==> src/rtl/phy_rx_defs.sv <==
// Shared definitions for the two-lane PHY receive path: COM symbol and FSM encodings.
package phy_rx_defs;
   localparam logic [7:0] COM_SYM = 8'hBC;

   typedef enum logic {
      LANE_SEARCH = 1'b0,
      LANE_LOCKED = 1'b1
   } lane_state_t;

   typedef enum logic [1:0] {
      LINK_IDLE   = 2'd0,
      LINK_ALIGN  = 2'd1,
      LINK_ACTIVE = 2'd2
   } link_state_t;
endpackage

==> src/rtl/phy_rx_lane_lock.sv <==
// One lane's symbol-lock FSM: locks on a run of COM bytes, drops on a run of invalid cycles.
// state  | meaning
// SEARCH | counting consecutive valid COM bytes
// LOCKED | counting consecutive invalid cycles
module phy_rx_lane_lock
   import phy_rx_defs::*;
#(
   parameter logic [7:0] COM        = COM_SYM,
   parameter int         LOCK_COUNT = 4,
   parameter int         LOSS_COUNT = 4
) (
   input  logic       clk_4f,
   input  logic       reset,
   input  logic [7:0] data,
   input  logic       valid,
   output logic       locked
);
   localparam logic [3:0] LOCK_CNT = 4'(LOCK_COUNT);
   localparam logic [3:0] LOSS_CNT = 4'(LOSS_COUNT);

   lane_state_t state, state_nxt;
   logic [3:0]  cnt, cnt_nxt;

   always_ff @(posedge clk_4f or posedge reset) begin
      if (reset) begin
         state <= LANE_SEARCH;
         cnt   <= '0;
      end else begin
         state <= state_nxt;
         cnt   <= cnt_nxt;
      end
   end

   // The counter is reused: COM run length while searching, miss run length while locked.
   always_comb begin
      state_nxt = state;
      cnt_nxt   = cnt;
      case (state)
         LANE_SEARCH: begin
            if (valid) cnt_nxt = (data == COM) ? cnt + 4'd1 : 4'd0;
            if (cnt_nxt == LOCK_CNT) begin
               state_nxt = LANE_LOCKED;
               cnt_nxt   = '0;
            end
         end
         LANE_LOCKED: begin
            cnt_nxt = valid ? 4'd0 : cnt + 4'd1;
            if (cnt_nxt == LOSS_CNT) begin
               state_nxt = LANE_SEARCH;
               cnt_nxt   = '0;
            end
         end
         default: begin
            state_nxt = LANE_SEARCH;
            cnt_nxt   = '0;
         end
      endcase
   end

   always_comb locked = (state == LANE_LOCKED);
endmodule

==> src/rtl/phy_rx_lane_ctrl.sv <==
// Two-lane receive controller: per-lane lock, skew measurement/removal, gated payload forwarding.
// Optional error statistics counter enabled by `define PHY_RX_LANE_STATS_EN.
// state  | meaning
// IDLE   | waiting for both lanes locked
// ALIGN  | waiting for first payload byte on each lane, measuring skew
// ACTIVE | forwarding deskewed payload
module phy_rx_lane_ctrl
   import phy_rx_defs::*;
#(
   parameter logic [7:0] COM        = COM_SYM,
   parameter int         LOCK_COUNT = 4,
   parameter int         LOSS_COUNT = 4,
   parameter int         MAX_SKEW   = 3
) (
   input  logic       clk_4f,
   input  logic       reset,
   input  logic [7:0] data_8b_0,
   input  logic       valid_8b_0,
   input  logic [7:0] data_8b_1,
   input  logic       valid_8b_1,
   output logic [7:0] data_out_0,
   output logic       valid_out_0,
   output logic [7:0] data_out_1,
   output logic       valid_out_1,
   output logic [1:0] lane_lock,
   output logic       link_up
`ifdef PHY_RX_LANE_STATS_EN
   ,
   output logic [7:0] err_count
`endif
);
   localparam int               SEL_W    = $clog2(MAX_SKEW + 1);
   localparam logic [SEL_W:0]   SKEW_LIM = (SEL_W + 1)'(MAX_SKEW);

   logic [1:0]             lock;
   logic                   both_locked;
   logic [1:0]             pay;
   logic [MAX_SKEW:1][8:0] dly_0, dly_1;
   logic [MAX_SKEW:0][8:0] tap_0, tap_1;

   link_state_t      link_state, link_nxt;
   logic [1:0]       seen, seen_nxt;
   logic [SEL_W-1:0] skew_cnt, skew_nxt;
   logic [SEL_W-1:0] sel_0, sel_0_nxt, sel_1, sel_1_nxt;
   logic [SEL_W:0]   skew_now;
   logic             late;
   logic [8:0]       out_tap_0, out_tap_1;
   logic             active_nxt, vout_0_nxt, vout_1_nxt;
   logic [7:0]       dout_0_nxt, dout_1_nxt;

   phy_rx_lane_lock #(.COM(COM), .LOCK_COUNT(LOCK_COUNT), .LOSS_COUNT(LOSS_COUNT)) u_lock_0 (
      .clk_4f(clk_4f), .reset(reset), .data(data_8b_0), .valid(valid_8b_0), .locked(lock[0])
   );
   phy_rx_lane_lock #(.COM(COM), .LOCK_COUNT(LOCK_COUNT), .LOSS_COUNT(LOSS_COUNT)) u_lock_1 (
      .clk_4f(clk_4f), .reset(reset), .data(data_8b_1), .valid(valid_8b_1), .locked(lock[1])
   );

   assign lane_lock   = lock;
   assign both_locked = &lock;
   assign pay         = {valid_8b_1 && (data_8b_1 != COM), valid_8b_0 && (data_8b_0 != COM)};
   assign tap_0       = {dly_0, {valid_8b_0, data_8b_0}};
   assign tap_1       = {dly_1, {valid_8b_1, data_8b_1}};

   always_ff @(posedge clk_4f or posedge reset) begin
      if (reset) begin
         dly_0 <= '0;
         dly_1 <= '0;
      end else begin
         dly_0[1] <= {valid_8b_0, data_8b_0};
         dly_1[1] <= {valid_8b_1, data_8b_1};
         for (int i = 2; i <= MAX_SKEW; i++) begin
            dly_0[i] <= dly_0[i-1];
            dly_1[i] <= dly_1[i-1];
         end
      end
   end

   always_ff @(posedge clk_4f or posedge reset) begin
      if (reset) begin
         link_state <= LINK_IDLE;
         seen       <= '0;
         skew_cnt   <= '0;
         sel_0      <= '0;
         sel_1      <= '0;
      end else begin
         link_state <= link_nxt;
         seen       <= seen_nxt;
         skew_cnt   <= skew_nxt;
         sel_0      <= sel_0_nxt;
         sel_1      <= sel_1_nxt;
      end
   end

   // skew_now is the skew a late lane would have if it arrived this cycle.
   always_comb begin
      link_nxt  = link_state;
      seen_nxt  = seen;
      skew_nxt  = skew_cnt;
      sel_0_nxt = sel_0;
      sel_1_nxt = sel_1;
      skew_now  = {1'b0, skew_cnt} + {{SEL_W{1'b0}}, 1'b1};
      late      = seen[0] ? pay[1] : pay[0];
      case (link_state)
         LINK_IDLE: begin
            seen_nxt = '0;
            skew_nxt = '0;
            if (both_locked) link_nxt = LINK_ALIGN;
         end
         LINK_ALIGN: begin
            if (!both_locked) begin
               link_nxt = LINK_IDLE;
            end else if (seen == 2'b00) begin
               if (pay == 2'b11) begin
                  link_nxt  = LINK_ACTIVE;
                  sel_0_nxt = '0;
                  sel_1_nxt = '0;
               end else if (pay != 2'b00) begin
                  seen_nxt = pay;
                  skew_nxt = '0;
               end
            end else if (late) begin
               link_nxt  = LINK_ACTIVE;
               seen_nxt  = '0;
               sel_0_nxt = seen[0] ? skew_now[SEL_W-1:0] : '0;
               sel_1_nxt = seen[1] ? skew_now[SEL_W-1:0] : '0;
            end else if (skew_now >= SKEW_LIM) begin
               link_nxt = LINK_IDLE;
            end else begin
               skew_nxt = skew_now[SEL_W-1:0];
            end
         end
         LINK_ACTIVE: begin
            if (!both_locked) link_nxt = LINK_IDLE;
         end
         default: link_nxt = LINK_IDLE;
      endcase
   end

   // Outputs load from the selects being latched on the same edge, so ALIGN->ACTIVE has no dead slot.
   always_comb begin
      out_tap_0  = tap_0[sel_0_nxt];
      out_tap_1  = tap_1[sel_1_nxt];
      active_nxt = (link_nxt == LINK_ACTIVE);
      vout_0_nxt = active_nxt && out_tap_0[8] && (out_tap_0[7:0] != COM);
      vout_1_nxt = active_nxt && out_tap_1[8] && (out_tap_1[7:0] != COM);
      dout_0_nxt = active_nxt ? out_tap_0[7:0] : 8'h00;
      dout_1_nxt = active_nxt ? out_tap_1[7:0] : 8'h00;
   end

   always_ff @(posedge clk_4f or posedge reset) begin
      if (reset) begin
         link_up     <= 1'b0;
         valid_out_0 <= 1'b0;
         valid_out_1 <= 1'b0;
         data_out_0  <= '0;
         data_out_1  <= '0;
      end else begin
         link_up     <= active_nxt;
         valid_out_0 <= vout_0_nxt;
         valid_out_1 <= vout_1_nxt;
         data_out_0  <= dout_0_nxt;
         data_out_1  <= dout_1_nxt;
      end
   end

`ifdef PHY_RX_LANE_STATS_EN
   // With both lanes still locked, ALIGN->IDLE can only be a skew overflow.
   logic err_evt;
   assign err_evt = (link_nxt == LINK_IDLE) &&
                    (((link_state == LINK_ALIGN) && both_locked) || (link_state == LINK_ACTIVE));

   always_ff @(posedge clk_4f or posedge reset) begin
      if (reset)                               err_count <= '0;
      else if (err_evt && err_count != 8'hFF) err_count <= err_count + 8'd1;
   end
`endif
endmodule
==> config.mk <==
export PLATFORM = sky130hd
export DESIGN_NAME = phy_rx_lane_ctrl
export DESIGN_NICKNAME = d
export VERILOG_FILES = /design/src/rtl/phy_rx_defs.sv /design/src/rtl/phy_rx_lane_lock.sv /design/src/rtl/phy_rx_lane_ctrl.sv
export SDC_FILE = /design/constraint.sdc
export NUM_CORES = 1
export LEC_CHECK = 0
export CAP_MARGIN = 40
export CORE_MARGIN = 4
export CORE_UTILIZATION = 45
export DETAILED_ROUTE_END_ITERATION = 16
export PLACE_DENSITY = 0.77
export SETUP_SLACK_MARGIN = 0.1
export SKIP_CTS_REPAIR_TIMING = 1
export SYNTH_ARGS = -nofsm -noshare
export SYNTH_HDL_FRONTEND = slang
export SYNTH_SLANG_ARGS = --single-unit
export TNS_END_PERCENT = 1
==> constraint.sdc <==
create_clock -name clk_4f -period 3 [get_ports clk_4f]
set_input_delay 0.75 -clock clk_4f [delete_from_list [all_inputs] [get_ports clk_4f]]
set_output_delay 0.75 -clock clk_4f [all_outputs]
set_load 0.03 [all_outputs]
==> results.toml <==
[die]
initial_utilization = 0.4593
core_um2 = 8678
die_h_um = 102.1
io_pins = 41
die_w_um = 102.1
num_rows = 34
die_area_um2 = 10430

[cts]
cts_tree = "yes"
path_clk_slew_ps = 90
clock_latency_ps = 360
h-tree-depth = 3
cts_buffers = 9
clkSinkCount = 93
clockBufferDepth = 2
ctsRootBufferMaster = "clkbuf_8"

[grt]
track_usage = 0.1618
grt_antenna_before_repair = 0
grt_pass1_vias = 2789
grt_max_degree = 48
grt_overflow = 0
grt_pass1_wl_um = 13140

[synthesis]
yosys_register_bits = 93
synth_nets = 355
synth.cell_area_um2 = 3986
netlist_instances = 331
yosys.area.top_type = "dfrtp_1"
ys_types = 59
yosysWarnings = 0
seq_area_frac_synth = 0.5838
yosys-top-cells-area = "dfrtp_1, mux2i_1, nand2_1"
ys.flop_type = "dfrtp_1"
synth_top_area_frac = 0.5838
synth-edff-count = 0
async_reset_ff_frac = 1.000
syn_avg_cell_area_um2 = 12.04

[route]
drc = 0
first_pass_iters = 4
viasPerCell = 5.398
antenna_left = 0
via_count = 2834
wl_um = 8307
drt_iter0_drc = 174
wire_per_inst_um = 15.82

[sta]
fin_ws_ps = 264.8
fin_crit_ps = 2735
period_share = 0.9117
finalHoldViolations = 0
slew_headroom = 0.6105
slew_viol_final = 0
tightest_slew_ps = 584.2
max_freq_mhz = 365.6
setup_viol = 0
hold_slack_ps = 377.0
rsz0062_at_grt = "no"
finClkSkew_ps = 6.495

[placement]
hpwlAfterDp_um = 5667
dp_worst_setup_slack_ps = -335.0
globalplace.congestion = 0.9004
port_buffers = 40

[worst_hold_path]
min_path_type = "flop to flop"

[final_layout]
mostFrequentLayoutCells = "dfrtp_1, nand2_1, buf_4, mux2i_1, a21oi_1"
syn2layout_area_growth_pct = 29.19
final_common_cell = "dfrtp_1"
drive_gt1_frac = 0.1990
fin_nets = 436
diodes = 0

[run]
drv_cap = 0

[power]
ir_drop_v = 0.0002070
power_density_nw_per_um2 = 503.6
leakage_nw = 2.473

[setup_path]
critPathRequiredTime_ps = 3260
critical_path_class = "input port to flop"
arrival_ps = 2990
critPathMaxFanout = 6
worst_setup_path_start_kind = "input port"
cp-end-kind = "flop"

[status]
status = "finished, final reports clean"
==> state kept, by name, indices dropped and copies added (netlist names), 2 cells and up <==
register and cells:
data_out_0 8, sel_1 2, seen 2, dly_0 27
u_lock_1.cnt 4, u_lock_0.cnt 4, data_out_1 8, dly_1 27
link_state 2, sel_0 2, skew_cnt 2
==> critical path, cell delays in order <==
cell            delay (ps)
dlymetal6s2s_1         210
nand4b_4               150
o41ai_4                340
a221o_2                310
a32o_2                 250
clkbuf_16              190
mux2i_1                250
mux2i_1                130
buf_4                  160
buf_4                  120
and2_1                 140
==> layout make-up <==
cell class | count | area, um^2
clock inverter | 6 | 93.84
timing repair buffer | 85 | 867.1
sequential | 93 | 2327
tap | 108 | 135.1
inverter | 14 | 58.81
clock buffer | 10 | 127.6
fill | 654 | 3528
multi-input combinational | 209 | 1540
==> cells by family after synthesis <==
group	count (synthesis)	share of synthesized area
compound gates	72	0.1318
xor+xnor	5	0.01099
fa+ha+maj	4	0.01256
buf+inv	29	0.05022
flops	93	0.5838
mux	27	0.06811
simple gates	101	0.1425
==> layer usage <==
metal | wire [um] | GRT usage | vias up | part of all wire
met5 | 0 | 0 | - | 0
met4 | 204 | 0.06256 | 0 | 0.025
met3 | 370 | 0.03891 | 15 | 0.045
met2 | 4145 | 0.2619 | 67 | 0.50
met1 | 3587 | 0.2112 | 1409 | 0.43
li1 | - | - | 1343 | -
==> power by group <==
part / internal, mW / total (mW) / switching (mW) / leakage, nW
sequential: 1.31 / 1.37 / 0.0566 / 1.16
combinational: 0.142 / 0.303 / 0.160 / 1.20
clock: 0.478 / 0.922 / 0.443 / 0.108
total: 1.93 / 2.59 / 0.660 / 2.47
==> through the flow <==
stage               std cells  instance area (um^2)  setup TNS [ps]  power (mW)  utilization
finish                    525                  5150               0       2.593       0.5934
global route              525                  5150               0       2.714       0.5934
CTS                       518                  4947          -11.46       2.607       0.5701
detailed placement        502                  4726           -1104       1.685       0.5446
global placement          502                  4726          -932.1       1.671       0.5446
floorplan                 331                  3990               0       1.582            -
==> cells in the mapped netlist (all sizes together) (2+ instances only) <==
cell type / n
a22o: 3
and4b: 2
nand4b: 3
dfrtp: 93
o21ai: 11
mux2i: 26
nand2b: 4
o41ai: 2
inv: 14
nand3: 4
xor2: 2
nor2b: 4
and4bb: 2
and2: 17
clkbuf: 3
nor2: 12
o22ai: 3
nor4: 3
xnor2: 3
a211oi: 3
a32o: 2
a31oi: 2
nand2: 40
and3: 2
nor3: 4
a32oi: 10
buf: 12
ha: 4
a21oi: 25
==> final timing paths <==
check                                           from                 endpoint  slack (ps)  depth (start not counted)
min in group asynchronous                      reset        link_up$_DFF_PP0_         800                          3
max                                     data_8b_0[5]  data_out_0[6]$_DFF_PP0_         260                         11
max reg2reg                u_lock_0.locked$_DFF_PP0_    valid_out_0$_DFF_PP0_         430                          8
max in group asynchronous                      reset      dly_1[22]$_DFF_PP0_        1650                          3
min                               dly_1[0]$_DFF_PP0_       dly_1[9]$_DFF_PP0_         380                          0
min reg2reg                       dly_1[0]$_DFF_PP0_       dly_1[9]$_DFF_PP0_         380                          0
No activity file was read; power rests on OpenSTA's default activity.
